===== config.mk =====
export PLATFORM = sky130hd
export DESIGN_NAME = tl_traffic_sensor
export DESIGN_NICKNAME = d
export VERILOG_FILES = /design/src/rtl/tl_pkg.sv /design/src/rtl/tl_lane_queue.sv /design/src/rtl/tl_traffic_sensor.sv
export SDC_FILE = /design/constraint.sdc
export NUM_CORES = 1
export LEC_CHECK = 0
export BUFFER_PORTS_ARGS = -buffer_cell sky130_fd_sc_hd__buf_2
export CORE_AREA = 2 2 87 64
export CTS_BUF_LIST = sky130_fd_sc_hd__clkbuf_16
export DETAILED_ROUTE_END_ITERATION = 6
export DIE_AREA = 0 0 89 66
export PLACE_DENSITY_LB_ADDON = 0.15
export SLEW_MARGIN = 20
export SYNTH_ARGS = -nofsm -noshare
export SYNTH_HDL_FRONTEND = slang
export SYNTH_SLANG_ARGS = --single-unit

===== constraint.sdc =====
create_clock -name clk -period 3.9 [get_ports clk]
set_clock_uncertainty 0.1 [all_clocks]
set_input_delay 0.39 -clock clk [delete_from_list [all_inputs] [get_ports clk]]
set_output_delay 0.39 -clock clk [all_outputs]
set_load 0.05 [all_outputs]

===== src/rtl/tl_pkg.sv =====
// Shared traffic-light package: light encodings and lane indices used by the
// sensor block and the light controller.
package tl_pkg;

    typedef enum logic [1:0] {
        GREEN  = 2'b00,
        YELLOW = 2'b01,
        RED    = 2'b10,
        LEFT   = 2'b11
    } light_e;

    localparam int LANE_A  = 0;
    localparam int LANE_AL = 1;
    localparam int LANE_B  = 2;
    localparam int LANE_BL = 3;

endpackage


===== src/rtl/tl_lane_queue.sv =====
// One lane of the traffic sensor: car queue, departure pacing and the
// optional sticky overflow flag (enabled by macro TL_SENSOR_OVF_EN).
module tl_lane_queue #(
    parameter int DEP_INTERVAL = 2,
    parameter int QW           = 4
) (
    input  logic          clk,
    input  logic          reset,
    input  logic          arr,
    input  logic          permit,
    output logic [QW-1:0] q,
    output logic          dep,
    output logic          ovf
);

    localparam logic [3:0]    PACE_MAX = 4'(DEP_INTERVAL - 1);
    localparam logic [QW-1:0] Q_MAX    = {QW{1'b1}};

    logic [QW-1:0] q_q, q_d;
    logic [3:0]    pace_q, pace_d;
    logic          dep_q, dep_d;

    // A departure resets pacing; leaving the permitted state drops pace to zero.
    always_comb begin
        dep_d  = permit && (pace_q == PACE_MAX) && (q_q != '0);
        pace_d = '0;
        if (permit && !dep_d) begin
            pace_d = (pace_q == PACE_MAX) ? pace_q : pace_q + 4'd1;
        end
        q_d = q_q;
        if (arr && !dep_d && (q_q != Q_MAX)) begin
            q_d = q_q + QW'(1);
        end else if (dep_d && !arr) begin
            q_d = q_q - QW'(1);
        end
    end

`ifdef TL_SENSOR_OVF_EN
    logic ovf_q, ovf_d;

    always_comb begin
        ovf_d = ovf_q;
        if (arr && !dep_d && (q_q == Q_MAX)) begin
            ovf_d = 1'b1;
        end
    end
`endif

    always_ff @(posedge clk) begin
        if (reset) begin
            q_q    <= '0;
            pace_q <= '0;
            dep_q  <= 1'b0;
`ifdef TL_SENSOR_OVF_EN
            ovf_q  <= 1'b0;
`endif
        end else begin
            q_q    <= q_d;
            pace_q <= pace_d;
            dep_q  <= dep_d;
`ifdef TL_SENSOR_OVF_EN
            ovf_q  <= ovf_d;
`endif
        end
    end

    assign q   = q_q;
    assign dep = dep_q;
`ifdef TL_SENSOR_OVF_EN
    assign ovf = ovf_q;
`else
    assign ovf = 1'b0;
`endif

endmodule


===== src/rtl/tl_traffic_sensor.sv =====
// Four-lane car sensor feeding the light controller; optional overflow
// flags are enabled by macro TL_SENSOR_OVF_EN.
module tl_traffic_sensor
    import tl_pkg::*;
#(
    parameter int DEP_INTERVAL = 2,
    parameter int QW           = 4
) (
    input  logic          clk,
    input  logic          reset,
    input  logic          arr_a,
    input  logic          arr_al,
    input  logic          arr_b,
    input  logic          arr_bl,
    input  logic [1:0]    La,
    input  logic [1:0]    Lb,
    output logic          Ta,
    output logic          Tal,
    output logic          Tb,
    output logic          Tbl,
    output logic [QW-1:0] q_a,
    output logic [QW-1:0] q_al,
    output logic [QW-1:0] q_b,
    output logic [QW-1:0] q_bl,
    output logic          dep_a,
    output logic          dep_al,
    output logic          dep_b,
    output logic          dep_bl,
    output logic [3:0]    ovf
);

    logic [3:0] permit;

    // Straight lanes move on GREEN, turn lanes on LEFT; YELLOW and RED hold all.
    assign permit[LANE_A]  = (La == GREEN);
    assign permit[LANE_AL] = (La == LEFT);
    assign permit[LANE_B]  = (Lb == GREEN);
    assign permit[LANE_BL] = (Lb == LEFT);

    tl_lane_queue #(.DEP_INTERVAL(DEP_INTERVAL), .QW(QW)) u_lane_a (
        .clk(clk), .reset(reset), .arr(arr_a), .permit(permit[LANE_A]),
        .q(q_a), .dep(dep_a), .ovf(ovf[LANE_A])
    );

    tl_lane_queue #(.DEP_INTERVAL(DEP_INTERVAL), .QW(QW)) u_lane_al (
        .clk(clk), .reset(reset), .arr(arr_al), .permit(permit[LANE_AL]),
        .q(q_al), .dep(dep_al), .ovf(ovf[LANE_AL])
    );

    tl_lane_queue #(.DEP_INTERVAL(DEP_INTERVAL), .QW(QW)) u_lane_b (
        .clk(clk), .reset(reset), .arr(arr_b), .permit(permit[LANE_B]),
        .q(q_b), .dep(dep_b), .ovf(ovf[LANE_B])
    );

    tl_lane_queue #(.DEP_INTERVAL(DEP_INTERVAL), .QW(QW)) u_lane_bl (
        .clk(clk), .reset(reset), .arr(arr_bl), .permit(permit[LANE_BL]),
        .q(q_bl), .dep(dep_bl), .ovf(ovf[LANE_BL])
    );

    assign Ta  = (q_a  != '0);
    assign Tal = (q_al != '0);
    assign Tb  = (q_b  != '0);
    assign Tbl = (q_bl != '0);

endmodule

==> flow_summary_export.csv, run 1 <==
group,metric,value,unit
run_status,status,"finished, final reports clean",
sta,fmax,331,MHz
routing,dr_total_vias,1644,
synth,synth_top_area_share,32.9,%
sta,finalCritPeriodShare,77.5,%
sta,finalCriticalPeriod,3020,ps
placement,placedCellCount,321,
sta,finalSetupTns,0,ps
cells_and_area,area_growth,14.8,%
critical_path,startpoint,"u_lane_a.pace_q[0]",
routing,wirelength,4030,um
grt,grt_pass1_wl,7110,um
die,die_w,89,um
power,power_density,437,mW/mm^2
synth,synth_flop_cell,"dfxtp_1",
routing,antenna_left,0,
power,p_int,0.000712,W
routing,wl_per_cell,12.3,um
power,p_sw,0.000386,W
cells_and_area,design_area,0.00251,mm^2
clock_tree,cts_buffers,5,
grt,grt_pass1_vias,1479,
clock_tree,clk_pin_slew,50,ps
synth,synth_seq_area_share,32.9,%
cells_and_area,fin_nets,286,
critical_path,worstSetupEndpointType,"flip-flop",
placement,port_buffers,33,
synth,async_flop_share,0,%
clock_tree,cts_setup_buffers,0,
grt,grt_max_degree,32,
cells_and_area,fin_cells,328,
run,maxCapViolCount,0,
synth,syn_area,0.00219,mm^2
placement,hpwlAfterDp,2950,um
power,p_leak,1.08,nW
critical_path,start_kind,"flip-flop",
die,die_y,66,um
clock_tree,tritoncts,"built",
grt,grt_usage,15.9,%
synth,yosys.cell_types.count,35,
sta,final_hold_viol_count,0,
die,start_util,43.2,%
worst_hold_path,min_from,"Lb[1]",
die,fp.dieArea,0.00587,mm^2
power,combPwrFrac,27.0,%
clock_tree,clock_path_buffers,2,
routing,drcViolationCount,0,
synth,synth.area.top_cells,"dfxtp_1 (33%), ha_1 (9.1%), nor4_4 (5.8%)",
critical_path,path_class,"reg2reg",
placement,gp_routability_congestion,0.765,
synth,ys_ff_latch,36,
power,power,0.00110,W
sta,maxSlewHeadroom,60.2,%
grt,grt_remaining_overflow,0,
synth,syn_inst,225,
power,pwr-share-seq,39.0,%
cells_and_area,drive_gt1_share,21.9,%
placement,place_area,0.00238,mm^2
synth,synth_warnings,0,
sta,finalSetupViolations,0,
sta,rsz0062_at_grt,"no",
synth,synth_edf_count,0,
critical_path,worstPathRequired,3970,ps
synth,synth.avg_cell_area,9.73,um^2
critical_path,timing.rr.start,"u_lane_a.pace_q[0]",
power,max-vdd-ir-drop,0.175,mV
synth,yosysTopAreaCell,"dfxtp_1",
worst_hold_path,hold_path.class,"in2reg",
clock_tree,cts_resized,0,
power,clockPowerShare,34.0,%
routing,drtIter0Drc,35,
sta,tightest_slew,597,ps
die,core_area,0.00506,mm^2
clock_tree,htreeDepth,2,
routing,via_per_inst,5.01,
clock_tree,hold_buffers,0,
synth,yosysMostFrequentCell,"dfxtp_1",
die,io_pins,38,
synth,synth_common_cells,"dfxtp_1 (36), nor2_1 (19), ha_1 (16)",
grt,antenna_found_initial,0,
clock_tree,clkSinkCount,36,
cells_and_area,n_antenna_cell,0,
sta,finalMaxSlewViolations,0,
die,rows,22,
critical_path,critPathArrivalTime,3090,ps
critical_path,crit_fanout,8,
routing,dr.pass1.iters,4,
clock_tree,root_buffer,"clkbuf_16",
power,swShare,35.1,%
clock_tree,clk_latency,280,ps
[layout by cell type (no fill, tap or decap), types with 2 or more instances in the layout]
cell type / synthesis / final
dfxtp_1: 36 / 36
buf_2: 2 / 33
nor2_1: 19 / 19
ha_1: 16 / 16
nor3_1: 14 / 14
inv_1: 12 / 13
a21oi_1: 12 / 12
o21ai_0: 9 / 9
xor2_1: 9 / 9
nand3_1: 8 / 8
nor3b_1: 7 / 7
xnor2_1: 7 / 7
nor4_4: 6 / 6
nand2_1: 5 / 5
nor4_1: 5 / 5
clkbuf_16: 0 / 5
or3b_1: 4 / 4
nand4_1: 4 / 4
o311a_4: 4 / 4
nor2b_1: 4 / 4
a21o_1: 4 / 4
mux2i_1: 4 / 4
or4_1: 4 / 4
a211oi_1: 4 / 4
fa_1: 4 / 4
conb_1: 1 / 4
mux2_2: 3 / 3
nor4_2: 2 / 2
or2_2: 2 / 2
[stage by stage]
| stage | setup slack [ps] | utilization [%] | hold slack (ps) |
|---|---|---|---|
| 6_report | 878 | 49.6 | 395 |
| 5_1_grt | 663 | 49.6 | 403 |
| 4_1_cts | 870 | 49.6 | 386 |
| 3_5_place_dp | 878 | 46.9 | 399 |
| 3_3_place_gp | 885 | 46.9 | 397 |
| 2_1_floorplan | 1090 | - | 373 |
[critical path, stage by stage, from the launching register on]
cell and delay, ps:
dfxtp_1 400, ha_1 160, or3b_1 490, o311a_4 430, inv_1 150, ha_1 250
a21o_1 180, a21oi_1 160, mux2i_1 240, mux2_2 340
[area by class of cell]
class                      count  area (um^2)
fill                         501         2550
multi-input combinational    168         1360
sequential                    36          721
timing repair buffer          33          165
clock buffer                   5          125
tap                           72         90.1
inverter                      12         45.0
clock inverter                 2         8.76
[state kept, by name, indices dropped and copies added (netlist names)]
register,count
u_lane_a.q,4
u_lane_bl.q,4
u_lane_al.pace_q,4
u_lane_b.pace_q,4
u_lane_al.q,4
u_lane_b.q,4
u_lane_bl.pace_q,4
u_lane_a.dep,1
u_lane_b.dep,1
u_lane_a.pace_q,4
u_lane_al.dep,1
u_lane_bl.dep,1
[per-layer routing]
layer,vias to the layer above,GRT usage (%),wire length [um]
li1,863,-,-
met1,746,22.3,2140
met2,27,22.3,1620
met3,8,4.87,189
met4,0,7.28,80
met5,-,0,0
[power by group through the flow]
stage | clock, W | combinational [W] | sequential (W)
2_1_floorplan | 0 | 0.000182 | 0.000493
3_3_place_gp | 0 | 0.000296 | 0.000437
3_5_place_dp | 0 | 0.000298 | 0.000437
4_1_cts | 0.000386 | 0.000299 | 0.000429
5_1_grt | 0.000401 | 0.000323 | 0.000434
6_report | 0.000374 | 0.000297 | 0.000428
[cell families after synthesis]
kind of cell	synth area share [%]
other	0.171
and+or+nand+nor	26.4
muxes	3.89
DFF	32.9
xor gates and xnor gates	6.40
buffers and inverters	5.60
AOI/OAI and AO/OA	11.8
adders and majority gates	12.8
[path summary, 6_finish.rpt]
check,endpoint,slack (ps),cells after the start
worst min register to register,u_lane_a.pace_q[3],410,2
worst max register to register,u_lane_a.q[3],880,9
worst max-delay path,u_lane_a.q[3],880,9
worst min-delay path,u_lane_b.pace_q[2],390,3
Note: power is estimated with default switching activity, not from simulation.
==> run 2: changes to the inputs <==
==> constraint.sdc (replaced) <==
create_clock -name clk -period 2.7 [get_ports clk]
set_clock_uncertainty 0.1 [all_clocks]
set_input_delay 0.27 -clock clk [delete_from_list [all_inputs] [get_ports clk]]
set_output_delay 0.27 -clock clk [all_outputs]
set_load 0.05 [all_outputs]
==> flow_summary_export.csv, run 2 (same netlist as run 1, synthesis figures left out) <==
group,metric,value,unit
die,fp.dieArea,0.00587,mm^2
critical_path,critPathSlowestCell,"o311a_4",
cells_and_area,fill_cells,466,
routing,dr.pass1.iters,3,
clock_tree,clk_pin_slew,50,ps
routing,wl_per_cell,12.8,um
run,maxCapViolCount,0,
critical_path,path_buf_inv,2,
cells_and_area,n_antenna_cell,0,
critical_path,path_delay_family,"compound AO/OA/AOI/OAI gates",
placement,place_area,0.00254,mm^2
critical_path,start_kind,"flip-flop",
die,die_w,89,um
critical_path,timing.rr.start,"u_lane_b.pace_q[1]",
sta,finalMaxSlewViolations,0,
worst_hold_path,hold_path.class,"in2reg",
placement,gp_routability_congestion,0.763,
critical_path,worstPathRequired,2770,ps
die,rows,22,
die,start_util,43.2,%
grt,grt_remaining_overflow,0,
power,p_leak,1.24,nW
sta,tightest_slew,587,ps
cells_and_area,multiInputGateArea,0.00148,mm^2
clock_tree,root_buffer,"clkbuf_16",
routing,antenna_left,0,
clock_tree,cts_buffers,5,
clock_tree,tritoncts,"built",
critical_path,rrSetupSlack,80,ps
sta,finalCriticalPeriod,2620,ps
cells_and_area,drive_gt1_share,40.3,%
clock_tree,clkSinkCount,36,
routing,drtIter0Drc,30,
sta,setup_ws,84.7,ps
clock_tree,clock_path_buffers,2,
grt,grt_max_degree,32,
critical_path,crit_fanout,4,
die,die_y,66,um
die,core_area,0.00506,mm^2
worst_hold_path,min_path_cells,3,
routing,wirelength,4560,um
sta,finalSetupViolations,0,
placement,port_buffers,33,
critical_path,critPathArrivalTime,2680,ps
grt,grt_pass1_wl,7400,um
critical_path,worst_path_most_repeated_cell,"ha_4",
routing,drcViolationCount,0,
critical_path,path_class,"reg2reg",
grt,antenna_found_initial,0,
cells_and_area,design_area,0.00289,mm^2
sta,rsz0062_at_grt,"yes",
worst_hold_path,holdPathEnd,"u_lane_a.dep",
power,power_density,612,mW/mm^2
cells_and_area,regArea,741,um^2
cells_and_area,area_growth,31.8,%
cells_and_area,fin_nets,312,
power,max-vdd-ir-drop,0.436,mV
critical_path,rr_endpoint,"u_lane_b.q[3]",
sta,maxSlewHeadroom,60.8,%
placement,dp_slack,-7.49,ps
routing,dr_total_vias,1773,
run_status,status,"finished, final reports clean",
clock_tree,htreeDepth,2,
critical_path,cp_slowest_stage_delay,400,ps
sta,finalCritPeriodShare,96.9,%
placement,hpwlAfterDp,3220,um
worst_hold_path,min_from,"La[0]",
sta,fmax,382,MHz
cells_and_area,final_common_cell,"buf_2",
routing,via_per_inst,4.99,
critical_path,worstSetupEndpointType,"flip-flop",
grt,grt_pass1_vias,1624,
clock_tree,clk_latency,270,ps
cells_and_area,layout_common_cells,"buf_2 (33), buf_4 (26), dfxtp_1 (26)",
die,io_pins,38,
grt,grt_usage,16.4,%
sta,final_hold_viol_count,0,
critical_path,crit_path_cell_trace,"inv_2 -> ha_4 -> or3b_4 -> o311a_4 -> inv_4 -> ha_4 -> a21o_1 -> a21oi_2 -> mux2i_1 -> mux2_2",
critical_path,r2r_cells,10,
-- run 2: worst max-delay path by stage --
| stage | from | end | slack, ps | cells past startpoint |
|---|---|---|---|---|
| global placement | u_lane_bl.pace_q[1] | u_lane_bl.q[3] | 40 | 10 |
| detailed placement | u_lane_a.pace_q[1] | u_lane_a.q[3] | -7 | 10 |
| CTS | u_lane_bl.pace_q[1] | u_lane_bl.q[3] | 10 | 10 |
| finish | u_lane_b.pace_q[1] | u_lane_b.q[3] | 80 | 10 |
| floorplan | u_lane_bl.pace_q[1] | u_lane_bl.q[3] | -0.6 | 11 |
| global route | u_lane_b.pace_q[1] | u_lane_b.q[3] | -60 | 10 |
-- run 2: through the flow --
stage	util [%]	hold WS, ps	setup TNS, ps	power, W	cells
2_1_floorplan	-	373	-0.619	0.000997	228
5_1_grt	57.0	296	-61.4	0.00186	355
3_5_place_dp	50.2	409	-7.49	0.00111	337
3_3_place_gp	50.2	410	0	0.00110	337
6_report	57.0	270	0	0.00176	355
4_1_cts	53.4	265	0	0.00175	345
-- run 2: repair_timing --
item                       in CTS  in global routing
setup buffers                   0                 10
gates resized for setup         0                 25
setup endpoints to repair       1                  4
pin swaps                       1                 10
hold buffers                    0                  0
-- run 2: where the power goes --
part / total (W) / switching, W / leakage (nW) / internal [W]
registers: 0.000611 / 0.0000488 / 0.299 / 0.000562
clock network: 0.000638 / 0.000209 / 0.0789 / 0.000429
logic: 0.000516 / 0.000330 / 0.859 / 0.000186
-- run 2: final cells by class --
cell class,instances,share of cell area (%)
repair buffers,59,12.5
well taps,72,3.12
clock inverters,3,1.30
clock buffers,5,4.34
multi-input cells,168,51.2
inverters,12,1.91
flip-flops and latches,36,25.7
-- run 2: metal layers --
layer	wire, um	GRT usage [%]	up-vias
met5	0	0	-
met4	43	5.60	0
met3	134	3.50	7
met2	2050	23.6	29
met1	2330	24.0	822
li1	-	-	915
-- run 2: worst register-to-register path: stages (launching register included) --
cell	delay, ps
dfxtp_4	350
inv_2	60
ha_4	110
or3b_4	380
o311a_4	400
inv_4	80
ha_4	190
a21o_1	160
a21oi_2	130
mux2i_1	210
mux2_2	340
